**src/rtl/dmem_arbiter.sv**
```systemverilog
// rtl/dmem_arbiter.sv - two-port arbiter in front of the single data-memory port
//
// Purpose: shares one data-memory port (comb read, sync write) between the
// pipeline MEM stage (port 0) and a debug/loader port (port 1). Port 0 has
// fixed priority; a starvation counter lets port 1 win one grant after
// STARVE_LIMIT denied cycles; port 1 may lock the memory for bursts.
// Misaligned accesses are granted and flagged but never reach memory.
//
// Ports:
//   clk, rst                  clock, synchronous active-high reset
//   pN_req/we/func3/addr/wdata request from port N (held until pN_gnt)
//   p1_lock                   sampled at a port-1 grant: keep ownership
//   pN_gnt, pN_err            comb grant and misalignment flag
//   pN_rvalid, pN_rdata       registered load data, cycle after grant
//   mem_addr/func3/dataW/MemRW, mem_dataR   data-memory port
//   busy_p1                   high while port 1 holds the lock
module dmem_arbiter #(
    parameter int STARVE_LIMIT = 8,
    parameter int AW           = 32
) (
    input  logic          clk,
    input  logic          rst,
    input  logic          p0_req,
    input  logic          p0_we,
    input  logic [2:0]    p0_func3,
    input  logic [AW-1:0] p0_addr,
    input  logic [31:0]   p0_wdata,
    output logic          p0_gnt,
    output logic          p0_rvalid,
    output logic [31:0]   p0_rdata,
    output logic          p0_err,
    input  logic          p1_req,
    input  logic          p1_we,
    input  logic [2:0]    p1_func3,
    input  logic [AW-1:0] p1_addr,
    input  logic [31:0]   p1_wdata,
    input  logic          p1_lock,
    output logic          p1_gnt,
    output logic          p1_rvalid,
    output logic [31:0]   p1_rdata,
    output logic          p1_err,
    output logic [AW-1:0] mem_addr,
    output logic [2:0]    mem_func3,
    output logic [31:0]   mem_dataW,
    output logic          mem_MemRW,
    input  logic [31:0]   mem_dataR,
    output logic          busy_p1
);

    localparam int CW = $clog2(STARVE_LIMIT + 1);
    localparam logic [CW-1:0] LIMIT = CW'(STARVE_LIMIT);

    typedef enum logic {ARB, LOCK1} state_t;

    state_t        state, state_nxt;
    logic [CW-1:0] starve_cnt, starve_nxt;
    logic          win0, win1;
    logic          mis0, mis1;
    logic          ld0, ld1;
    logic          rv0_q, rv1_q;
    logic [31:0]   rd0_q, rd1_q;

    // Width is func3[1:0]; func3 011/110/111 are never legal.
    function automatic logic misaligned(input logic [2:0] f3, input logic [1:0] a);
        logic m;
        case (f3[1:0])
            2'b00:   m = 1'b0;
            2'b01:   m = a[0];
            2'b10:   m = f3[2] || (a != 2'b00);
            default: m = 1'b1;
        endcase
        return m;
    endfunction

    assign mis0 = misaligned(p0_func3, p0_addr[1:0]);
    assign mis1 = misaligned(p1_func3, p1_addr[1:0]);

    always_comb begin
        state_nxt  = state;
        starve_nxt = starve_cnt;
        win0       = 1'b0;
        win1       = 1'b0;
        mem_addr   = '0;
        mem_func3  = 3'b010;
        mem_dataW  = '0;
        mem_MemRW  = 1'b0;

        // Nothing is granted on a reset cycle, so nothing is written either.
        if (!rst) begin
            if (state == LOCK1)
                win1 = p1_req;
            else if (p1_req && (!p0_req || starve_cnt == LIMIT))
                win1 = 1'b1;
            else
                win0 = p0_req;
        end

        if (win1) begin
            starve_nxt = '0;
            state_nxt  = p1_lock ? LOCK1 : ARB;
            mem_addr   = p1_addr;
            mem_func3  = p1_func3;
            mem_dataW  = p1_wdata;
            mem_MemRW  = p1_we && !mis1;
        end else if (win0) begin
            if (p1_req && starve_cnt != LIMIT)
                starve_nxt = starve_cnt + 1'b1;
            mem_addr  = p0_addr;
            mem_func3 = p0_func3;
            mem_dataW = p0_wdata;
            mem_MemRW = p0_we && !mis0;
        end
    end

    assign ld0 = win0 && !p0_we && !mis0;
    assign ld1 = win1 && !p1_we && !mis1;

    always_ff @(posedge clk) begin
        if (rst) begin
            state      <= ARB;
            starve_cnt <= '0;
            rv0_q      <= 1'b0;
            rv1_q      <= 1'b0;
            rd0_q      <= '0;
            rd1_q      <= '0;
        end else begin
            state      <= state_nxt;
            starve_cnt <= starve_nxt;
            rv0_q      <= ld0;
            rv1_q      <= ld1;
            if (ld0)
                rd0_q <= mem_dataR;
            if (ld1)
                rd1_q <= mem_dataR;
        end
    end

    assign p0_gnt = win0;
    assign p1_gnt = win1;
    assign p0_err = win0 && mis0;
    assign p1_err = win1 && mis1;

    // Registered outputs are also masked by rst so a load granted just before
    // reset never shows its data and a lock reads as released at once.
    assign p0_rvalid = rv0_q && !rst;
    assign p1_rvalid = rv1_q && !rst;
    assign p0_rdata  = rst ? 32'd0 : rd0_q;
    assign p1_rdata  = rst ? 32'd0 : rd1_q;
    assign busy_p1   = (state == LOCK1) && !rst;

endmodule

```
**config.mk**
```make
export PLATFORM = sky130hd
export DESIGN_NAME = dmem_arbiter
export DESIGN_NICKNAME = d
export VERILOG_FILES = /design/src/rtl/dmem_arbiter.sv
export SDC_FILE = /design/constraint.sdc
export NUM_CORES = 1
export LEC_CHECK = 0
export ABC_AREA = 1
export BUFFER_PORTS_ARGS = -buffer_cell sky130_fd_sc_hd__buf_2
export CAP_MARGIN = 40
export CORE_AREA = 2 2 122 124
export DETAILED_ROUTE_END_ITERATION = 8
export DIE_AREA = 0 0 124 126
export GPL_ROUTABILITY_DRIVEN = 1
export SYNTH_ARGS = -nofsm -noshare
export SYNTH_HDL_FRONTEND = slang
export SYNTH_SLANG_ARGS = --single-unit
```
**constraint.sdc**
```tcl
create_clock -name clk -period 4.6 [get_ports clk]
set_input_delay 0.46 -clock clk [delete_from_list [all_inputs] [get_ports clk]]
set_output_delay 0.46 -clock clk [all_outputs]
set_load 0.02 [all_outputs]
```
==> results of run 1 <==
path summary, 6_finish.rpt:
check / startpoint / end / slack [ns]
max reg2reg: starve_cnt[0] / rd1_q[10] / 2.63
max: starve_cnt[0] / mem_addr[3] / 1.82
min: p1_lock / state / 0.33
min reg2reg: rd1_q[15] / rd1_q[15] / 0.48
through the flow:
| stage | instances | power (W) | utilization |
|---|---|---|---|
| 2_1_floorplan | 695 | 0.0008132 | - |
| 3_3_place_gp | 1155 | 0.0009636 | 0.3885 |
| 3_5_place_dp | 1158 | 0.0009667 | 0.3927 |
| 4_1_cts | 1174 | 0.001744 | 0.4158 |
| 5_1_grt | 1175 | 0.001797 | 0.4160 |
| 6_report | 1177 | 0.001717 | 0.4163 |
kinds of logic (layout without fill, tap and decap cells):
logic type,after synthesis,in the layout,share of synthesized area
and+or+nand+nor,455,455,0.4394
buffers and inverters,123,418,0.1401
DFF,71,71,0.3576
AOI/OAI and AO/OA,44,44,0.05666
adders and majority gates,2,2,0.006294
other,0,3,0
layer usage:
metal / share of wire / track usage / vias to the layer above
li1: - / - / 2623
met1: 0.41 / 0.2253 / 2230
met2: 0.48 / 0.3500 / 204
met3: 0.087 / 0.04846 / 13
met4: 0.014 / 0.05420 / 0
met5: 0 / 0 / -
final cells by class:
type,count,area [um^2],area share
Inverter,84,317.8,0.05333
Tap cell,184,230.2,0.03863
Sequential cell,71,1421,0.2385
Multi-Input combinational cell,501,2004,0.3363
Antenna cell,3,7.507,0.001260
Clock inverter,5,78.83,0.01323
Clock buffer,11,252.7,0.04241
Timing Repair Buffer,318,1647,0.2763
report_power, final:
part           total, W  switching, W  internal [W]
Clock          0.000765      0.000261      0.000504
Combinational  0.000317      0.000198      0.000119
Sequential     0.000634    0.00000378      0.000631
tightest hold or removal path, cell delays in order:
cell     delay [ns]
buf_2          0.07
nand2_1        0.04
o31ai_1        0.05
registers in the layout, summed over array words and instances (netlist names):
name	count
starve_cnt	4
rd1_q	32
state	1
rv0_q	1
rd0_q	32
rv1_q	1
synth_stat cells, types with 2 or more instances:
library cell,count,area [um^2]
nand2_1,338,1269
nor2_1,105,394.1
inv_1,80,300.3
dfxtp_1,71,1421
o21ai_1,28,140.1
buf_2,14,70.07
clkbuf_1,11,41.29
o21ai_0,10,50.05
buf_6,7,78.83
buf_4,6,45.04
nand3_1,5,25.02
a21oi_1,4,20.02
nand3_2,4,40.04
inv_2,3,11.26
ha_1,2,25.02
==> impl_metrics.csv, run 1 <==
group,metric,value,unit
synthesis,synth-edff-count,0,
global_route,grt_util_all_layers,0.1943,
placed_design,post_placement_worst_setup_slack,2.065,ns
floorplanning,core_area,14310,um^2
timing,final.period_utilization,0.6044,
clock_tree,postCtsResizedCells,0,
timing,setup_slack,1.820,ns
critical_path,critical_path.top_delay_family,"buffers and inverters",
synthesis,post_synth_instance_area,3975,um^2
synthesis,yosysWarnings,0,
floorplanning,height_of_the_chip,126,um
power,power.leakage,3.890,nW
critical_path,cp_num_buf_inv,4,
layout,final_cell_mix,"338 x nand2_1, 311 x buf_2, 104 x nor2_1, 79 x inv_1, 71 x dfxtp_1",
global_route,first_global_vias,4702,
synthesis,synthesis.instances,695,
synthesis,syn_nets,870,
timing,max_freq,359.7,MHz
layout,final_nets,1160,
layout,syn_to_final_growth,49.92,%
drt,drc_errors,0,
drt,total_wire_length_after_detailed_routing,15840,um
drt,dr_total_vias,5070,
critical_path,worstSetupPathDepth,10,
timing,timing_hold_violations_final,0,
clock_tree,worst_path_clk_slew,0.06,ns
status,run_status,"completed",
synthesis,synth_seq_area_share,0.3576,
synthesis,async_flop_share,0,
drt,drt-pass1-iter-count,4,
layout,layout_commonest_cell,"nand2_1",
power,power_per_cell_area,288.1,nW/um^2
global_route,initial_antenna_violation_count,2,
global_route,global_route_wire_length_before_repair,23430,um
timing,fin_tns_setup,0,ns
clock_tree,cts_num_sinks,71,
worst_hold_path,holdCritPathClass,"in2reg",
critical_path,cp_peak_stage_delay,0.43,ns
synthesis,synth_area_per_cell,5.720,um^2
synthesis,synth.ff_latch_count,71,
clock_tree,post_cts_buffers,0,
placed_design,io_buffers,311,
floorplanning,chipWidth,124,um
clock_tree,clock_path_buffers,2,
drt,drtAntennaViolNets,0,
critical_path,rr_worst_depth,9,
clock_tree,clk-insertion-delay-late,0.33,ns
floorplanning,initial_utilization,0.2777,
timing,rsz0062_at_grt,"false",
synthesis,post_synth_cell_types,22,
placed_design,place_area,5620,um^2
placed_design,post-dp-hpwl,12530,um
run,timing.max_cap.violations,0,
layout,final_design_area_no_fill,5959,um^2
timing,final_count_of_pins_violating_max_slew,0,
worst_hold_path,timing.hold.worst_path_depth,3,
layout,fillerInstances,1637,
global_route,grt_start_max_net_pins,66,
critical_path,timing.setup.critical_path_class,"reg2out",
clock_tree,tritoncts_clock_tree,"built",
layout,drive_above_1_share,0.3475,
timing,min_period,2.780,ns
clock_tree,cell_at_the_root_of_the_clock_tree,"clkbuf_16",
timing,fin_worst_skew,0.005413,ns
timing,hold-worst-slack,0.3321,ns
timing,setup_violations,0,
critical_path,timing.critical_path.fanout_max,39,
global_route,gr-total-overflow,0,
placed_design,replace_congestion,0.8049,
critical_path,critical_path.startpoint_type,"flip-flop",
power,irDropWorstVdd,0.1997,mV
floorplanning,fp.dieArea,15620,um^2
critical_path,timing.critical_path.mode_cell,"nand3_2",
drt,post_drt_via_cell_ratio,4.308,
drt,routedWlPerCell,13.46,um
critical_path,cp_cell_sequence,"inv_1 -> ha_1 -> nand3_2 -> nand3_2 -> nand3_2 -> inv_2 -> buf_12 -> nand2_1 -> nand2_1 -> buf_2",
clock_tree,cts.htree.levels,3,
clock_tree,cts_hold_repair.buffers,0,
synthesis,postSynth.topFlopCell,"dfxtp_1",
critical_path,cpMaxStageDelayCell,"inv_2",
critical_path,worst_ep_required_time,4.14,ns
floorplanning,pin_count,312,
critical_path,critical_path_arrival,2.32,ns
clock_tree,cts_inserted_buffers,9,
timing,max_slew.worst_pin.slew,0.6951,ns
drt,drt_iter0_markers,188,
floorplanning,placement_rows,44,
timing,slew_headroom,0.5366,
critical_path,cp-end-kind,"primary output",
Note: power is estimated with default switching activity, not from simulation.
==> inputs of run 2 (changes only) <==
--- a/config.mk
+++ b/config.mk
@@ -8,9 +8,9 @@
 export ABC_AREA = 1
 export BUFFER_PORTS_ARGS = -buffer_cell sky130_fd_sc_hd__buf_2
 export CAP_MARGIN = 40
-export CORE_AREA = 2 2 122 124
+export CORE_AREA = 2 2 123 125
 export DETAILED_ROUTE_END_ITERATION = 8
-export DIE_AREA = 0 0 124 126
+export DIE_AREA = 0 0 125 127
 export GPL_ROUTABILITY_DRIVEN = 1
 export SYNTH_ARGS = -nofsm -noshare
 export SYNTH_HDL_FRONTEND = slang
==> constraint.sdc (replaced) <==
create_clock -name clk -period 2.6 [get_ports clk]
set_input_delay 0.26 -clock clk [delete_from_list [all_inputs] [get_ports clk]]
set_output_delay 0.26 -clock clk [all_outputs]
set_load 0.02 [all_outputs]
==> run 2 against run 1 <==
  * Non-clock buffer count stayed put
  * Die area is 1.6% higher
  * Flip-flop and latch count stayed put
  * Sequential power is 77% higher
  * Cell count is 0.25% higher
  * Largest power group unchanged
  * Wire length is 2.8% lower
  * Critical path depth stayed put
  * Clock power is 58% higher
  * Design area is 0.25% lower
==> impl_metrics.csv, run 2 (synthesis results as in run 1) <==
group,metric,value,unit
layout,final_cell_mix,"338 x nand2_1, 311 x buf_2, 104 x nor2_1, 79 x inv_1, 71 x dfxtp_1",
global_route,grt.met1_usage,0.2233,
clock_tree,cell_at_the_root_of_the_clock_tree,"clkbuf_16",
timing,hold-worst-slack,0.1251,ns
clock_tree,cts_hold_repair.buffers,0,
power,internal_power,0.002070,W
power,p_switching,0.0008207,W
critical_path,timing.setup.critical_path_class,"reg2out",
placed_design,replace_congestion,0.9660,
drt,routedWlPerCell,13.05,um
timing,slew_headroom,0.5129,
floorplanning,height_of_the_chip,127,um
clock_tree,cts_num_sinks,71,
timing,fin_worst_skew,0.007220,ns
global_route,grt_use_met2,0.3123,
timing,fin_tns_setup,0,ns
worst_hold_path,timing.hold.worst_path_depth,3,
critical_path,cp-end-kind,"primary output",
global_route,initial_antenna_violation_count,6,
placed_design,post-dp-hpwl,11860,um
critical_path,worst_ep_required_time,2.34,ns
critical_path,regToRegStartpoint,"starve_cnt[0]",
worst_hold_path,hold_path_startpoint,"p1_lock",
power,irDropWorstVdd,0.3958,mV
power,power.leakage,3.880,nW
critical_path,timing.critical_path.fanout_max,18,
timing,max_freq,426.8,MHz
clock_tree,cts.htree.levels,3,
run,timing.max_cap.violations,0,
critical_path,critical_path.startpoint_type,"flip-flop",
timing,timing_hold_violations_final,0,
clock_tree,cts_inserted_buffers,9,
floorplanning,placement_rows,44,
timing,setup_violations,0,
global_route,grt_start_max_net_pins,70,
layout,final_design_area_no_fill,5944,um^2
placed_design,io_buffers,311,
floorplanning,chipWidth,125,um
critical_path,worst_reg_to_reg_setup_slack,1.00,ns
critical_path,rr_worst_depth,9,
status,run_status,"completed",
power,power_per_cell_area,486.2,nW/um^2
layout,layout_commonest_cell,"nand2_1",
global_route,gr-max-usage-layer,"met2",
floorplanning,core_area,14420,um^2
critical_path,critical_path_arrival,2.08,ns
power,share_seq_of_total_power,0.388,
global_route,first_global_vias,4552,
drt,drtAntennaViolNets,0,
worst_hold_path,holdCritPathClass,"in2reg",
drt,dr_total_vias,5001,
drt,drt_iter0_markers,189,
drt,drc_errors,0,
global_route,global_route_wire_length_before_repair,23520,um
clock_tree,tritoncts_clock_tree,"built",
layout,reg_top3,"rd0_q (32), rd1_q (32), starve_cnt (4)",
critical_path,worst_r2r_endpoint,"rd1_q[0]",
clock_tree,post_cts_buffers,0,
global_route,gr-total-overflow,0,
floorplanning,initial_utilization,0.2756,
clock_tree,clock_path_buffers,2,
global_route,groute.layer.met3.usage,0.04941,
floorplanning,pin_count,312,
power,clk_pwr_share,0.419,
timing,final.period_utilization,0.9012,
clock_tree,postCtsResizedCells,0,
clock_tree,worst_path_clk_slew,0.06,ns
timing,final_count_of_pins_violating_max_slew,0,
drt,post_drt_via_cell_ratio,4.238,
power,power_switching_share,0.2839,
worst_hold_path,whs_endpoint,"state",
layout,syn_to_final_growth,49.54,%
timing,rsz0062_at_grt,"false",
layout,drive_above_1_share,0.3475,
timing,max_slew.worst_pin.slew,0.7306,ns
layout,final_nets,1160,
layout,fillerInstances,1646,
clock_tree,clk-insertion-delay-late,0.33,ns
drt,drt-pass1-iter-count,5,
global_route,grt_util_all_layers,0.1861,
drt,total_wire_length_after_detailed_routing,15400,um
timing,min_period,2.343,ns
floorplanning,fp.dieArea,15880,um^2
placed_design,place_area,5633,um^2
power,combinationalPowerShare,0.193,
[run 2: changes by cell type in the layout (fill, tap and decap cells not counted)]
| cell | delta |
|---|---|
| diode_2 | +3 |
| clkbuf_8 | -2 |
| buf_12 | +1 |
| buf_4 | -1 |
| clkinv_4 | +2 |
| clkinv_2 | +1 |
| bufinv_16 | -1 |
[run 2: per-stage QoR]
step	util	std cells	setup slack (ns)	total power [W]
2_1_floorplan	-	695	0.9018	0.001439
3_3_place_gp	0.3905	1158	0.6036	0.001706
3_5_place_dp	0.3905	1158	0.6090	0.001707
4_1_cts	0.4111	1174	0.2422	0.002941
5_1_grt	0.4121	1180	0.07427	0.003034
6_report	0.4121	1180	0.2570	0.002890
[run 2: worst max path at each step]
stage	startpoint	endpoint	slack (ns)	cells past startpoint
3_3_place_gp	starve_cnt[0]	mem_addr[0]	0.60	11
6_report	starve_cnt[0]	mem_addr[30]	0.26	10
5_1_grt	starve_cnt[0]	mem_addr[31]	0.07	10
2_1_floorplan	starve_cnt[0]	mem_func3[1]	0.90	9
3_5_place_dp	starve_cnt[0]	mem_addr[31]	0.61	10
4_1_cts	starve_cnt[0]	mem_addr[31]	0.24	10
[run 2: worst max-delay path, stage by stage (launching register included)]
cell     delay (ns)
dfxtp_1        0.32
inv_1          0.09
ha_1           0.17
nand3_2        0.10
nand3_2        0.08
nand3_2        0.15
inv_2          0.27
buf_4          0.27
nand2_1        0.08
nand2_1        0.07
buf_2          0.16
[run 2: area by class of cell]
type | instances | area, um^2 | area share
antenna | 6 | 15.01 | 0.002526
clock buffer | 9 | 225.2 | 0.03789
clock inverter | 7 | 71.32 | 0.01200
inverter | 84 | 317.8 | 0.05346
multi-input combinational | 501 | 2004 | 0.3372
sequential | 71 | 1421 | 0.2391
tap | 184 | 230.2 | 0.03873
timing repair buffer | 318 | 1659 | 0.2791
[run 2: power by group through the flow]
stage	Clock (W)	Combinational, W	Sequential (W)
2_1_floorplan	0	0.000294	0.00114
3_3_place_gp	0	0.000560	0.00115
3_5_place_dp	0	0.000561	0.00115
4_1_cts	0.00126	0.000562	0.00112
5_1_grt	0.00130	0.000615	0.00112
6_report	0.00121	0.000557	0.00112
[run 2: metal layers]
metal | part of all wire | wire length, um
met5 | 0 | 0
met4 | 0.021 | 316
met3 | 0.069 | 1062
met2 | 0.48 | 7398
met1 | 0.43 | 6620
